## src/rtl/noc_ni_tx.sv

```systemverilog
// NoC network-interface transmitter: buffers payload words and injects head/body/tail flits into a router L_IN port.
// Optional macro NI_SRC_ID_EN: head flit low byte carries {SRC_X, SRC_Y} instead of {4'b0, cmd_len}.
module noc_ni_tx #(
  parameter int         FIFO_DEPTH = 8,
  parameter logic [3:0] SRC_X      = 4'd0,
  parameter logic [3:0] SRC_Y      = 4'd0
) (
  input  logic        clk,
  input  logic        rst,
  input  logic        cmd_valid,
  output logic        cmd_ready,
  input  logic [3:0]  cmd_dst_x,
  input  logic [3:0]  cmd_dst_y,
  input  logic [3:0]  cmd_len,
  input  logic        pl_valid,
  output logic        pl_ready,
  input  logic [15:0] pl_data,
  output logic [17:0] l_flit,
  input  logic        l_ready,
  output logic        err_len,
  output logic        busy
);

  localparam int PTR_W = $clog2(FIFO_DEPTH);
  localparam int CNT_W = PTR_W + 1;

  localparam logic [1:0] T_IDLE = 2'b00;
  localparam logic [1:0] T_HEAD = 2'b01;
  localparam logic [1:0] T_BODY = 2'b10;
  localparam logic [1:0] T_TAIL = 2'b11;

  typedef enum logic [1:0] {IDLE, HEAD, PAYLOAD} state_t;

  state_t            state, state_n;
  logic [15:0]       mem [FIFO_DEPTH];
  logic [PTR_W-1:0]  wr_ptr, rd_ptr, peek_ptr;
  logic [CNT_W-1:0]  count;
  logic              full, push, pop, xfer, load_word;
  logic [3:0]        rem, rem_n;
  logic [17:0]       flit_n;
  logic [7:0]        head_lo;

`ifdef NI_SRC_ID_EN
  assign head_lo = {SRC_X, SRC_Y};
`else
  logic unused_src;
  assign head_lo    = {4'b0, cmd_len};
  assign unused_src = ^{SRC_X, SRC_Y};
`endif

  assign full     = (count == CNT_W'(FIFO_DEPTH));
  assign pl_ready = !full;
  assign push     = pl_valid && !full;
  assign xfer     = (l_flit[17:16] != T_IDLE) && l_ready;

  always_ff @(posedge clk or negedge rst) begin
    if (!rst) state <= IDLE;
    else      state <= state_n;
  end

  always_comb begin
    state_n = state;
    case (state)
      IDLE:    if (cmd_valid && cmd_len != 4'd0) state_n = HEAD;
      HEAD:    if (l_ready) state_n = PAYLOAD;
      PAYLOAD: if (xfer && l_flit[17:16] == T_TAIL) state_n = IDLE;
      default: state_n = IDLE;
    endcase
  end

  // The output register always shows the word at the FIFO head; after a pop it
  // peeks one slot ahead so payload flits can go out back to back.
  always_comb begin
    cmd_ready = (state == IDLE);
    busy      = (state != IDLE);
    flit_n    = l_flit;
    rem_n     = rem;
    pop       = 1'b0;
    load_word = 1'b0;
    peek_ptr  = rd_ptr;
    case (state)
      IDLE: begin
        flit_n = 18'h0;
        if (cmd_valid && cmd_len != 4'd0) begin
          flit_n = {T_HEAD, cmd_dst_x, cmd_dst_y, head_lo};
          rem_n  = cmd_len;
        end
      end
      HEAD: if (l_ready) load_word = 1'b1;
      PAYLOAD: begin
        if (xfer) begin
          pop   = 1'b1;
          rem_n = rem - 4'd1;
          if (rem == 4'd1) flit_n = 18'h0;
          else             load_word = 1'b1;
        end else if (l_flit[17:16] == T_IDLE) begin
          load_word = 1'b1;
        end
      end
      default: flit_n = 18'h0;
    endcase
    peek_ptr = rd_ptr + PTR_W'(pop);
    if (load_word) begin
      if (count > CNT_W'(pop)) flit_n = {(rem_n == 4'd1) ? T_TAIL : T_BODY, mem[peek_ptr]};
      else                     flit_n = 18'h0;
    end
  end

  always_ff @(posedge clk) begin
    if (push) mem[wr_ptr] <= pl_data;
  end

  always_ff @(posedge clk or negedge rst) begin
    if (!rst) begin
      l_flit  <= 18'h0;
      rem     <= 4'd0;
      err_len <= 1'b0;
      wr_ptr  <= '0;
      rd_ptr  <= '0;
      count   <= '0;
    end else begin
      l_flit  <= flit_n;
      rem     <= rem_n;
      err_len <= cmd_valid && cmd_ready && (cmd_len == 4'd0);
      if (push) wr_ptr <= wr_ptr + 1'b1;
      if (pop)  rd_ptr <= rd_ptr + 1'b1;
      count   <= count + CNT_W'(push) - CNT_W'(pop);
    end
  end

endmodule
```

## config.mk

```make
export PLATFORM = sky130hd
export DESIGN_NAME = noc_ni_tx
export DESIGN_NICKNAME = d
export VERILOG_FILES = /design/src/rtl/noc_ni_tx.sv
export SDC_FILE = /design/constraint.sdc
export NUM_CORES = 1
export LEC_CHECK = 0
export ABC_CLOCK_PERIOD_IN_PS = 7900
export CELL_PAD_IN_SITES_DETAIL_PLACEMENT = 2
export CELL_PAD_IN_SITES_GLOBAL_PLACEMENT = 2
export CORE_MARGIN = 2
export CORE_UTILIZATION = 40
export DETAILED_ROUTE_END_ITERATION = 10
export GPL_TIMING_DRIVEN = 0
export PLACE_DENSITY_LB_ADDON = 0.3
export SLEW_MARGIN = 20
export SYNTH_ARGS = -nofsm -noshare
export SYNTH_HDL_FRONTEND = slang
export SYNTH_SLANG_ARGS = --single-unit
```

## constraint.sdc

```tcl
create_clock -name clk -period 7.9 [get_ports clk]
set_input_delay 0.79 -clock clk [delete_from_list [all_inputs] [get_ports clk]]
set_output_delay 0.79 -clock clk [all_outputs]
set_load 0.05 [all_outputs]
```

==> results.cfg <==
[run_status]
outcome = completed

[floorplanning]
core_region_area_um2 = 16580
start_util_pct = 40.86
die_y_um = 134.1
ios = 55
dieArea_um2 = 17990
dieWidth_um = 134.1
rows = 47

[global_routing]
track_usage_pct = 21.58
grt_pass1_wl_mm = 27.61
grt_pass1_vias = 4370
grt_antenna_before_repair = 0
grt_start_max_net_pins = 29
overflow = 0

[routing]
wl_per_cell_um = 25.43
antenna_left = 0
dr.first_iter.drc_count = 181
route.detailed.drc = 0
drt-pass1-iter-count = 4
viasPerCell = 5.481
drt_wl_total_mm = 17.78
via_count = 3831

[cts]
clock_sink_count = 163
cts_tree = yes
post_cts_buffers = 0
htree_levels = 4
max-clock-path-buffers = 2
cts_root_buf = clkbuf_16
clock_latency_ns = 0.43
hold_buffers = 0
cts_buffers = 17
path_clk_slew_ns = 0.07
cts_resized = 0

[worst_hold_path]
hp-class = input pin to async pin

[power]
power_density_nw_per_um2 = 388.0
ir_drop_mv = 0.1911
p_leak_nw = 2.925

[logic_synthesis]
synth_top_area_share_pct = 56.73
ys_top_cells_by_count = edfxtp_1 (128), dfrtp_1 (35), mux4_2 (32), nand2_1 (32)
post-synth-top-count-cell = edfxtp_1
netlist_instances = 382
synth_edf_count = 128
ys.flop_type = edfxtp_1
ys_ff_latch = 163
synth_largest_area_cell = edfxtp_1
synthesis.nets = 434
synth_area_um2 = 6775
yosysUniqueCellTypes = 49
yosys_warnings = 0
syn_area_per_cell_um2 = 17.74
async_flop_share_pct = 21.47
synthTopCellsByArea = edfxtp_1 (57%), dfrtp_1 (13%), mux4_2 (11%)
seq_area_frac_synth_pct = 69.66

[timing]
worst_pin_slew_ns = 0.9978
timing.hold.ws_ns = 0.2269
fin_crit_sh_pct = 48.48
hold_violations = 0
final_max_slew_viol_count = 0
final.setup.tns_ns = 0
maxSlewHeadroom_pct = 33.00
max_freq_mhz = 261.1
setup_viol = 0
min_period_ns = 3.830
grt_setup_unrepaired = false
finClkSkew_ns = 0.01528

[setup_path]
max_stage_delay_ns = 0.69
cp_max_fo = 10
worst_ep_arrival_time_ns = 4.20
crit_top_cell = ha_1
critPathKind = input pin to flop
critPathRequiredTime_ns = 8.27
cp-end-kind = flop
path_cells = clkdlybuf4s50_1 > o211ai_2 > inv_1 > ha_1 > ha_1 > xor2_1 > buf_2 > nand2_1 > a21oi_1 > a221o_1
crit_slowest_cell = xor2_1
worstSetupStartpointType = input pin

[final_layout]
fin_util_pct = 50.02
final_net_count = 518
antenna_cells = 0
drive_above_1_share_pct = 22.96
final_area_um2 = 8294
syn2layout_area_growth_pct = 22.42

[job]
drv_cap = 0

[placed_design]
gp_congestion = 0.7595
portBuffers = 54
postPlaceCellArea_um2 = 7744
hpwl_mm = 12.62
[cell usage in the layout (no fill, tap or decap), types with 8 or more instances in the layout]
| master | synthesis | final |
|---|---|---|
| mux4_2 | 32 | 32 |
| dfrtp_1 | 35 | 35 |
| nor2_1 | 14 | 8 |
| a21oi_1 | 18 | 18 |
| clkbuf_16 | 0 | 17 |
| ha_1 | 18 | 18 |
| a221o_1 | 8 | 8 |
| clkdlybuf4s50_1 | 0 | 53 |
| edfxtp_1 | 128 | 128 |
| nand2_1 | 32 | 32 |
| mux2i_1 | 8 | 8 |
| inv_1 | 16 | 16 |
[power breakdown]
part           switching, mW  leakage [nW]  total (mW)  internal, mW
clock network          0.365         0.253       0.774         0.409
registers             0.0954          1.61        1.20          1.11
logic                  0.734          1.06        1.24         0.506
total                   1.19          2.92        3.22          2.02
[cell type report]
| cell class | instances | area (µm²) |
|---|---|---|
| Tap cell | 220 | 275.3 |
| Multi-Input combinational cell | 192 | 1944 |
| Timing Repair Buffer | 65 | 668.1 |
| Buffer | 11 | 76.32 |
| Clock buffer | 17 | 425.4 |
| Clock inverter | 15 | 125.1 |
| Inverter | 16 | 60.06 |
| Sequential cell | 163 | 4720 |
| Fill cell | 1539 | 8289 |
[cells by family after synthesis]
logic type	count (synthesis)	synth area share (%)
buf+inv	27	2.013
flops	163	69.66
compound gates	55	6.648
mux	42	12.15
simple gates	69	5.005
fa+ha+maj	19	3.620
xor+xnor	7	0.9049
[worst paths after layout]
path	from	endpoint	slack, ns	cells after the start
worst max register to register	state[0]	l_flit[1]	4.31	11
min in group clk	l_flit[5]	l_flit[5]	0.51	2
worst min register to register	l_flit[5]	l_flit[5]	0.51	2
worst min-delay path	rst	l_flit[13]	0.23	1
max in group asynchronous	rst	l_flit[0]	7.20	2
worst max-delay path	l_ready	l_flit[10]	4.07	10
[sequential cells by signal, summed over array words and instances, names as in the netlist]
name     count
rd_ptr       3
count        4
mem        128
rem          4
l_flit      18
wr_ptr       3
err_len      1
state        2
[per-stage QoR]
stage | setup slack [ns] | total power, mW | cells
final | 4.070 | 3.218 | 699
after global routing | 3.867 | 3.396 | 699
after CTS | 4.030 | 3.264 | 699
after detailed placement | 3.677 | 2.472 | 667
after global placement | 3.368 | 2.358 | 656
after floorplan | 4.824 | 2.030 | 382
[worst max-delay path: cells and delay by family]
family	cells	cell delay (ns)
and+or+nand+nor	1	0.13
AOI/OAI and AO/OA	3	0.73
xor gates and xnor gates	1	0.69
buffers and inverters	3	1.42
adders and majority gates	2	0.42
[metal layers]
metal / up-vias / global-route usage [%] / part of all wire (%)
met2: 75 / 38.66 / 55
met4: 0 / 6.082 / 1.1
met1: 2061 / 26.59 / 41
met3: 12 / 4.460 / 3.2
li1: 1683 / - / -
met5: - / 0 / 0
No activity file was read; power rests on OpenSTA's default activity.
